--- src/rtl/div_arbiter.sv ---
// -----------------------------------------------------------------------------
// div_arbiter
//
// Shares one iterative divider between two requesters. One request is in
// flight at a time. Requesters are chosen round-robin, and each request runs
// through a four-state FSM:
//   IDLE  -> grant a requester and latch its operands
//   ISSUE -> pulse START_DIV with the latched operands
//   WAIT  -> hold the operands until DONE_DIV, then capture RES_DIV
//   RESP  -> strobe RESP_VALID for the granted requester
// A requester can kill its own outstanding request with FLUSH. The divider
// still finishes, the FSM still passes through RESP, but no response strobe
// is produced.
//
// Configuration:
//   DIV_RESULT_CACHE_EN  When defined, a one-entry result cache remembers the
//                        last {op1, op2, cmd, result}. A grant whose operands
//                        match a valid entry goes straight to RESP with the
//                        cached result, and START_DIV is not pulsed.
//                        When undefined, there is no cache storage and every
//                        grant goes through ISSUE and WAIT.
//
// Ports:
//   clk                    single clock, rising-edge
//   reset_n                synchronous active-low reset
//   REQ_VALID_0/1          requester i presents a request
//   REQ_OP1_0/1 [31:0]     dividend of requester i
//   REQ_OP2_0/1 [31:0]     divisor of requester i
//   REQ_CMD_0/1 [1:0]      00 remu, 01 div, 10 divu, 11 rem
//   REQ_READY_0/1          request of requester i accepted this cycle
//   FLUSH_0/1              requester i kills its outstanding request
//   RESP_VALID_0/1         one-cycle result strobe to requester i
//   RESP_DATA [31:0]       shared result bus, zero unless a strobe is high
//   OP1_SE/OP2_SE [31:0]   operands to the divider
//   CMD_RD [1:0]           command to the divider
//   START_DIV              one-cycle divider start pulse
//   DONE_DIV               divider result valid on RES_DIV
//   RES_DIV [31:0]         divider result
// -----------------------------------------------------------------------------
module div_arbiter (
  input  logic        clk,
  input  logic        reset_n,
  input  logic        REQ_VALID_0,
  input  logic        REQ_VALID_1,
  input  logic [31:0] REQ_OP1_0,
  input  logic [31:0] REQ_OP1_1,
  input  logic [31:0] REQ_OP2_0,
  input  logic [31:0] REQ_OP2_1,
  input  logic [1:0]  REQ_CMD_0,
  input  logic [1:0]  REQ_CMD_1,
  output logic        REQ_READY_0,
  output logic        REQ_READY_1,
  input  logic        FLUSH_0,
  input  logic        FLUSH_1,
  output logic        RESP_VALID_0,
  output logic        RESP_VALID_1,
  output logic [31:0] RESP_DATA,
  output logic [31:0] OP1_SE,
  output logic [31:0] OP2_SE,
  output logic [1:0]  CMD_RD,
  output logic        START_DIV,
  input  logic        DONE_DIV,
  input  logic [31:0] RES_DIV
);

  typedef enum logic [1:0] {
    S_IDLE  = 2'd0,
    S_ISSUE = 2'd1,
    S_WAIT  = 2'd2,
    S_RESP  = 2'd3
  } state_t;

  state_t      state_q, state_d;
  logic        ptr_q, ptr_d;
  logic        gnt_q, gnt_d;
  logic        kill_q, kill_d;
  logic [31:0] result_q, result_d;
  logic [31:0] op1_q, op1_d;
  logic [31:0] op2_q, op2_d;
  logic [1:0]  cmd_q, cmd_d;

  logic        elig_0, elig_1;
  logic        grant_any;
  logic        grant_id;
  logic [31:0] sel_op1, sel_op2;
  logic [1:0]  sel_cmd;
  logic        flush_g;
  logic        cache_hit;
  logic [31:0] cache_res;

  // A requester that is flushing in the same cycle is not eligible for a grant.
  assign elig_0    = REQ_VALID_0 & ~FLUSH_0;
  assign elig_1    = REQ_VALID_1 & ~FLUSH_1;
  assign grant_any = elig_0 | elig_1;

  // The pointer only matters on a tie. A sole eligible requester always wins.
  always_comb begin
    grant_id = 1'b0;
    if (elig_0 && elig_1) begin
      grant_id = ptr_q;
    end else begin
      grant_id = elig_1;
    end
  end

  assign sel_op1 = grant_id ? REQ_OP1_1 : REQ_OP1_0;
  assign sel_op2 = grant_id ? REQ_OP2_1 : REQ_OP2_0;
  assign sel_cmd = grant_id ? REQ_CMD_1 : REQ_CMD_0;

  // Only the requester that owns the in-flight request can kill it.
  assign flush_g = gnt_q ? FLUSH_1 : FLUSH_0;

`ifdef DIV_RESULT_CACHE_EN
  logic        cache_valid_q;
  logic [31:0] cache_op1_q;
  logic [31:0] cache_op2_q;
  logic [1:0]  cache_cmd_q;
  logic [31:0] cache_res_q;

  // The entry is refreshed on every completion in WAIT, killed requests
  // included. The divider did compute a correct result for those operands.
  always_ff @(posedge clk) begin
    if (!reset_n) begin
      cache_valid_q <= 1'b0;
      cache_op1_q   <= '0;
      cache_op2_q   <= '0;
      cache_cmd_q   <= '0;
      cache_res_q   <= '0;
    end else if (state_q == S_WAIT && DONE_DIV) begin
      cache_valid_q <= 1'b1;
      cache_op1_q   <= op1_q;
      cache_op2_q   <= op2_q;
      cache_cmd_q   <= cmd_q;
      cache_res_q   <= RES_DIV;
    end
  end

  assign cache_hit = cache_valid_q && (cache_op1_q == sel_op1) &&
                     (cache_op2_q == sel_op2) && (cache_cmd_q == sel_cmd);
  assign cache_res = cache_res_q;
`else
  assign cache_hit = 1'b0;
  assign cache_res = '0;
`endif

  // State and datapath registers.
  always_ff @(posedge clk) begin
    if (!reset_n) begin
      state_q  <= S_IDLE;
      ptr_q    <= 1'b0;
      gnt_q    <= 1'b0;
      kill_q   <= 1'b0;
      result_q <= '0;
      op1_q    <= '0;
      op2_q    <= '0;
      cmd_q    <= '0;
    end else begin
      state_q  <= state_d;
      ptr_q    <= ptr_d;
      gnt_q    <= gnt_d;
      kill_q   <= kill_d;
      result_q <= result_d;
      op1_q    <= op1_d;
      op2_q    <= op2_d;
      cmd_q    <= cmd_d;
    end
  end

  // Next-state and datapath update.
  always_comb begin
    state_d  = state_q;
    ptr_d    = ptr_q;
    gnt_d    = gnt_q;
    kill_d   = kill_q;
    result_d = result_q;
    op1_d    = op1_q;
    op2_d    = op2_q;
    cmd_d    = cmd_q;

    case (state_q)
      S_IDLE: begin
        if (grant_any) begin
          gnt_d  = grant_id;
          // The pointer moves to the requester that was not just served.
          ptr_d  = ~grant_id;
          kill_d = 1'b0;
          op1_d  = sel_op1;
          op2_d  = sel_op2;
          cmd_d  = sel_cmd;
          if (cache_hit) begin
            result_d = cache_res;
            state_d  = S_RESP;
          end else begin
            state_d  = S_ISSUE;
          end
        end
      end

      S_ISSUE: begin
        if (flush_g) begin
          kill_d = 1'b1;
        end
        state_d = S_WAIT;
      end

      S_WAIT: begin
        if (flush_g) begin
          kill_d = 1'b1;
        end
        // A kill, whether earlier or in this same cycle, discards the result.
        if (DONE_DIV) begin
          result_d = (kill_q || flush_g) ? 32'd0 : RES_DIV;
          state_d  = S_RESP;
        end
      end

      S_RESP: begin
        kill_d  = 1'b0;
        state_d = S_IDLE;
      end

      default: begin
        state_d = S_IDLE;
      end
    endcase
  end

  // Outputs are forced to zero while reset_n is low. This keeps REQ_READY and
  // the divider interface quiet in the reset cycle itself, not just after it.
  always_comb begin
    REQ_READY_0  = 1'b0;
    REQ_READY_1  = 1'b0;
    RESP_VALID_0 = 1'b0;
    RESP_VALID_1 = 1'b0;
    RESP_DATA    = '0;
    OP1_SE       = '0;
    OP2_SE       = '0;
    CMD_RD       = '0;
    START_DIV    = 1'b0;

    if (reset_n) begin
      case (state_q)
        S_IDLE: begin
          REQ_READY_0 = grant_any & ~grant_id;
          REQ_READY_1 = grant_any &  grant_id;
        end

        S_ISSUE: begin
          START_DIV = 1'b1;
          OP1_SE    = op1_q;
          OP2_SE    = op2_q;
          CMD_RD    = cmd_q;
        end

        S_WAIT: begin
          OP1_SE = op1_q;
          OP2_SE = op2_q;
          CMD_RD = cmd_q;
        end

        S_RESP: begin
          if (!kill_q) begin
            RESP_VALID_0 = ~gnt_q;
            RESP_VALID_1 =  gnt_q;
            RESP_DATA    = result_q;
          end
        end

        default: begin
        end
      endcase
    end
  end

endmodule

--- config.mk ---
export PLATFORM = sky130hd
export DESIGN_NAME = div_arbiter
export DESIGN_NICKNAME = d
export VERILOG_FILES = /design/src/rtl/div_arbiter.sv
export SDC_FILE = /design/constraint.sdc
export NUM_CORES = 1
export LEC_CHECK = 0
export BUFFER_PORTS_ARGS = -buffer_cell sky130_fd_sc_hd__buf_2
export CAP_MARGIN = 20
export CELL_PAD_IN_SITES_DETAIL_PLACEMENT = 0
export CELL_PAD_IN_SITES_GLOBAL_PLACEMENT = 1
export CORE_ASPECT_RATIO = 0.5
export CORE_MARGIN = 4
export CORE_UTILIZATION = 31
export CTS_CLUSTER_DIAMETER = 50
export DETAILED_ROUTE_END_ITERATION = 10
export GPL_ROUTABILITY_DRIVEN = 0
export HOLD_SLACK_MARGIN = 0.1
export PLACE_DENSITY_LB_ADDON = 0.1
export SLEW_MARGIN = 30
export SYNTH_ARGS = -nofsm -noshare
export SYNTH_HDL_FRONTEND = slang
export SYNTH_SLANG_ARGS = --single-unit
--- constraint.sdc ---
create_clock -name clk -period 2.35 [get_ports clk]
set_input_delay 0.47 -clock clk [delete_from_list [all_inputs] [get_ports clk]]
set_output_delay 0.47 -clock clk [all_outputs]
set_load 0.01 [all_outputs]
# After elaboration in Yosys (flattened, before gate mapping)
# Index checks and enable logic that the tools add are counted.
# classes
n_addsub	0
mul	0
n_div	0
order_cmp	0
eq_ne	6
n_shift	0
mux	33
n_bitwise	9
n_reduce_logical	8
# op_table
cell	n
two-way mux 32 bit	10
two-way mux 1 bit	16
two-way mux 2 bit	5
one-hot mux 2 bit (4 select lines)	1
AND reduction 2 bit	4
AND 1 bit	4
== test 2 bit, second input constant	2
inequality test 2 bit, second input constant	2
NOT 1 bit	4
one-hot mux 1 bit (3 select lines)	1
== test 2 x 1 -> 1 bit, second input constant	1
zero test 2 bit	1
inequality test 2 x 1 -> 1 bit, second input constant	1
OR reduction 2 bit	1
logical AND 1 bit	1
logical OR 1 bit	1
bitwise OR 1 bit	1
# totals
regBits	103
latch_bits	0
mem_bits_rw	0
mem_bits_ro	0
inputBits	171
out_inout_bits	103
mem_count	0

# Logic depth before layout (Yosys ltp)
# depth
depth_word	8
depth_mapped	8
mapped_depth_nobuf	5

# Least setup slack after synthesis
# OpenSTA, ideal clock, no wires.
# synth_path
path_type	reg2out
startpoint	reg state_q[0]
endpoint	out REQ_READY_1
arrival_time_ns	1.466
required_time_ns	1.880
setup_slack_ns	0.414
stages_incl_launch_ff	8
path_cell_list	dfxtp_1 inv_1 ha_1 and4b_1 buf_2 buf_6 buf_4 and2_1
# synth_between
elab_chain_len	3
# synth_rtl
element	line	text
start, declared	73	state_t state_q, state_d;
start signal, assigned	158	state_q <= state_d;
zero test 2 bit	242	case (state_q)
two-way mux 1 bit	242	
two-way mux 1 bit	241	if (reset_n) begin
end, declared	52	output logic REQ_READY_1,
# Every way passes these cells.

# Worst setup path after layout
# layout_path
startpoint	reg state_q[1]
endpoint	out OP1_SE[13]
# layout_between
elab_chain_len	4
# layout_rtl
element	line	text
== test 2 x 1 -> 1 bit or == test 2 bit (tied branches)	242	
OR reduction 2 bit (no line) (*)	n/a	
two-way mux 32 bit (*)	242	
two-way mux 32 bit (*)	241	
end, declared	58	output logic [31:0] OP1_SE,
# Every way passes the cells marked *; elsewhere a longest branch is shown, timed or not.

==> impl_metrics.yaml <==
run_status:
  status: "completed"
synthesis:
  ys.flop_type: "dfxtp_1"
  ys_top_cells_by_area: "dfxtp_1 41%, nand3_1 13%, nor2_1 7.5%"
  synth_top_area_share_pct: 40.7
  synth_warnings: 0
  synth_nets: 816
  synthTopCellsByCount: "132 x nand3_1, 103 x dfxtp_1, 101 x nor2_1"
  ys_seq_area_share_pct: 40.7
  netlist_area_sq_mm: 0.00506
  postSynth.asyncResetShare_pct: 0
  avgSynthCellArea_sq_um: 7.91
  syn_inst: 640
  synth_edf_count: 0
  synth.distinct_cells: 32
  yosysMostFrequentCell: "nand3_1"
  yosysTopAreaCell: "dfxtp_1"
  ys_ff_latch: 103
place:
  port_buffers: 273
  dpl.hpwl_um: 12500
  placed_cell_area_sq_mm: 0.00653
setup_path:
  cp_max_fo: 35
  r2r_cells: 6
  worstPathRequired_ns: 1.88
  cp_cell_sequence: "inv_1 -> ha_1 -> nand2_2 -> buf_12 -> nor2_1 -> buf_2"
  path_buf_inv: 3
  cp-end-kind: "primary output"
  cp_slowest_cell: "dfxtp_1"
  start_kind: "register"
  crit_type: "reg -> out"
  cp.arrival_ns: 1.74
  path_depth: 6
  critPathMaxStageDelay_ns: 0.37
  critPathTopFamily: "buffers and inverters"
timing:
  setup_viol: 0
  final_hold_viol_count: 0
  hold_slack_ns: 0.344
  slew_headroom_pct: 58.7
  finalCritPeriodShare_pct: 94.2
  finClkSkew_ns: 0.00748
  fmax_mhz: 452
  worst_pin_slew_ns: 0.619
  fin_crit_ns: 2.21
  slew_viol_final: 0
layout:
  finalInstanceArea_sq_mm: 0.00685
  diodes: 0
  fillers: 1667
  ff_latch_area_sq_mm: 0.00206
  multi_input_area_sq_mm: 0.00240
  nNetsFinal: 1049
  drive_gt1_share_pct: 36.3
  area_delta_synth_final_pct: 35.3
power_and_ir_drop:
  peakVddDrop_v: 0.000364
  total_power_uw: 5110
  powerDensity_mw_per_mm2: 745
  p_leak_uw: 0.00303
detailed_routing:
  first_iter_violations: 249
  wl_um: 18200
  detail_route.vias_per_cell: 4.98
  vias: 5475
  wl_per_cell_um: 16.6
  drc_errors: 0
  postRouteAntennaNets: 0
  first_pass_iters: 7
global_routing:
  grt_pass1_vias: 5520
  grt-ovfl-total: 0
  track_usage_pct: 19.0
  antenna_found_initial: 0
  grt_max_degree: 47
  grt_first_pass_wirelength_um: 29000
cts:
  cts_buffers: 9
  clock_latency_ns: 0.35
  cts_max_level: 3
  cts_root_buf: "clkbuf_16"
  numClockSinks: 103
  clk_pin_slew_ns: 0.07
  cts_setup_buffers: 0
  clockBufferDepth: 2
  tritoncts: "done"
die:
  rows: 32
  die_y_um: 98.4
  dieArea_sq_mm: 0.0186
  boundaryPins: 274
  coreArea_sq_mm: 0.0157
  chipWidth_um: 189
  initial_utilization_pct: 32.3
worst_hold_path:
  hold_depth: 3
  holdCritPathClass: "in -> reg"
job:
  maxCapViolCount: 0
area by class of cell:
| type | count | share of cell area, % |
|---|---|---|
| clock inverter | 3 | 0.584 |
| multi-input combinational | 398 | 35.1 |
| inverter | 70 | 3.84 |
| timing repair buffer | 291 | 22.4 |
| clock buffer | 13 | 3.95 |
| tap | 221 | 4.04 |
| sequential | 103 | 30.1 |
worst paths after layout:
| kind | startpoint | endpoint | slack, ns |
|---|---|---|---|
| max | state_q[1] | OP1_SE[13] | 0.14 |
| min | REQ_OP2_0[29] | op2_q[29] | 0.34 |
| max reg2reg | state_q[0] | op2_q[11] | 0.44 |
| min reg2reg | result_q[3] | result_q[3] | 0.48 |
worst register-to-register path: stages (launching register included):
cell	delay [ns]
dfxtp_2	0.34
inv_1	0.10
ha_1	0.32
and4b_2	0.29
buf_4	0.44
nand3_1	0.19
o311ai_1	0.13
per-stage QoR:
stage | instances | TNS, ns | setup slack, ns | util (%)
finish | 1099 | 0 | 0.137 | 43.6
detailed placement | 1083 | 0 | 0.331 | 41.6
floorplan | 640 | 0 | 0.414 | -
global placement | 1083 | 0 | 0.320 | 41.6
CTS | 1099 | 0 | 0.0384 | 43.6
global route | 1099 | -0.0111 | -0.0104 | 43.6
cells in the final DEF, fill, tap and decap left out, types with 2 or more instances in the layout:
master     synthesis  routed
buf_2             25     273
nand3_1          132     132
dfxtp_1          103     102
nor2_1           101     100
inv_1             69      69
o311ai_1          40      40
and2_1            36      36
a32oi_1           34      34
o311ai_0          26      26
buf_4              7      15
clkbuf_16          0       9
ha_1               5       5
nand2_1            4       3
clkbuf_8           0       3
and4b_2            0       2
nand3b_1           2       2
o221a_2            2       2
clkinv_2           0       2
buf_12             0       2
kinds of logic (layout without fill, tap and decap cells):
family                     Yosys count  after routing  share of synthesized area [%]
AOI/OAI and AO/OA                  106            106                           18.4
adders and majority gates            5              5                           1.24
buffers and inverters              139            377                           12.2
DFF                                103            103                           40.7
muxes                                2              2                          0.395
and+or+nand+nor                    285            285                           27.1
state kept, by name, indices dropped and copies added (netlist names):
register,count
state_q,2
op2_q,32
cmd_q,2
ptr_q,1
result_q,32
op1_q,32
gnt_q,1
kill_q,1
per-layer routing:
layer | vias up | track usage [%] | wire (um)
met5 | - | 0 | 0
li1 | 2729 | - | -
met2 | 209 | 31.0 | 8580
met1 | 2525 | 24.5 | 7880
met4 | 0 | 3.08 | 153
met3 | 12 | 7.14 | 1620
report_power, final:
part	leakage, uW	switching [uW]	internal [uW]
clock network	0.000156	656	911
logic	0.00203	898	523
registers	0.000840	92.1	2030
repair_timing:
item	4_1_cts	5_1_grt
endpoints found under the setup margin	11	39
resized for setup	1	3
hold buffers	0	0
No activity file was read; power rests on OpenSTA's default activity.
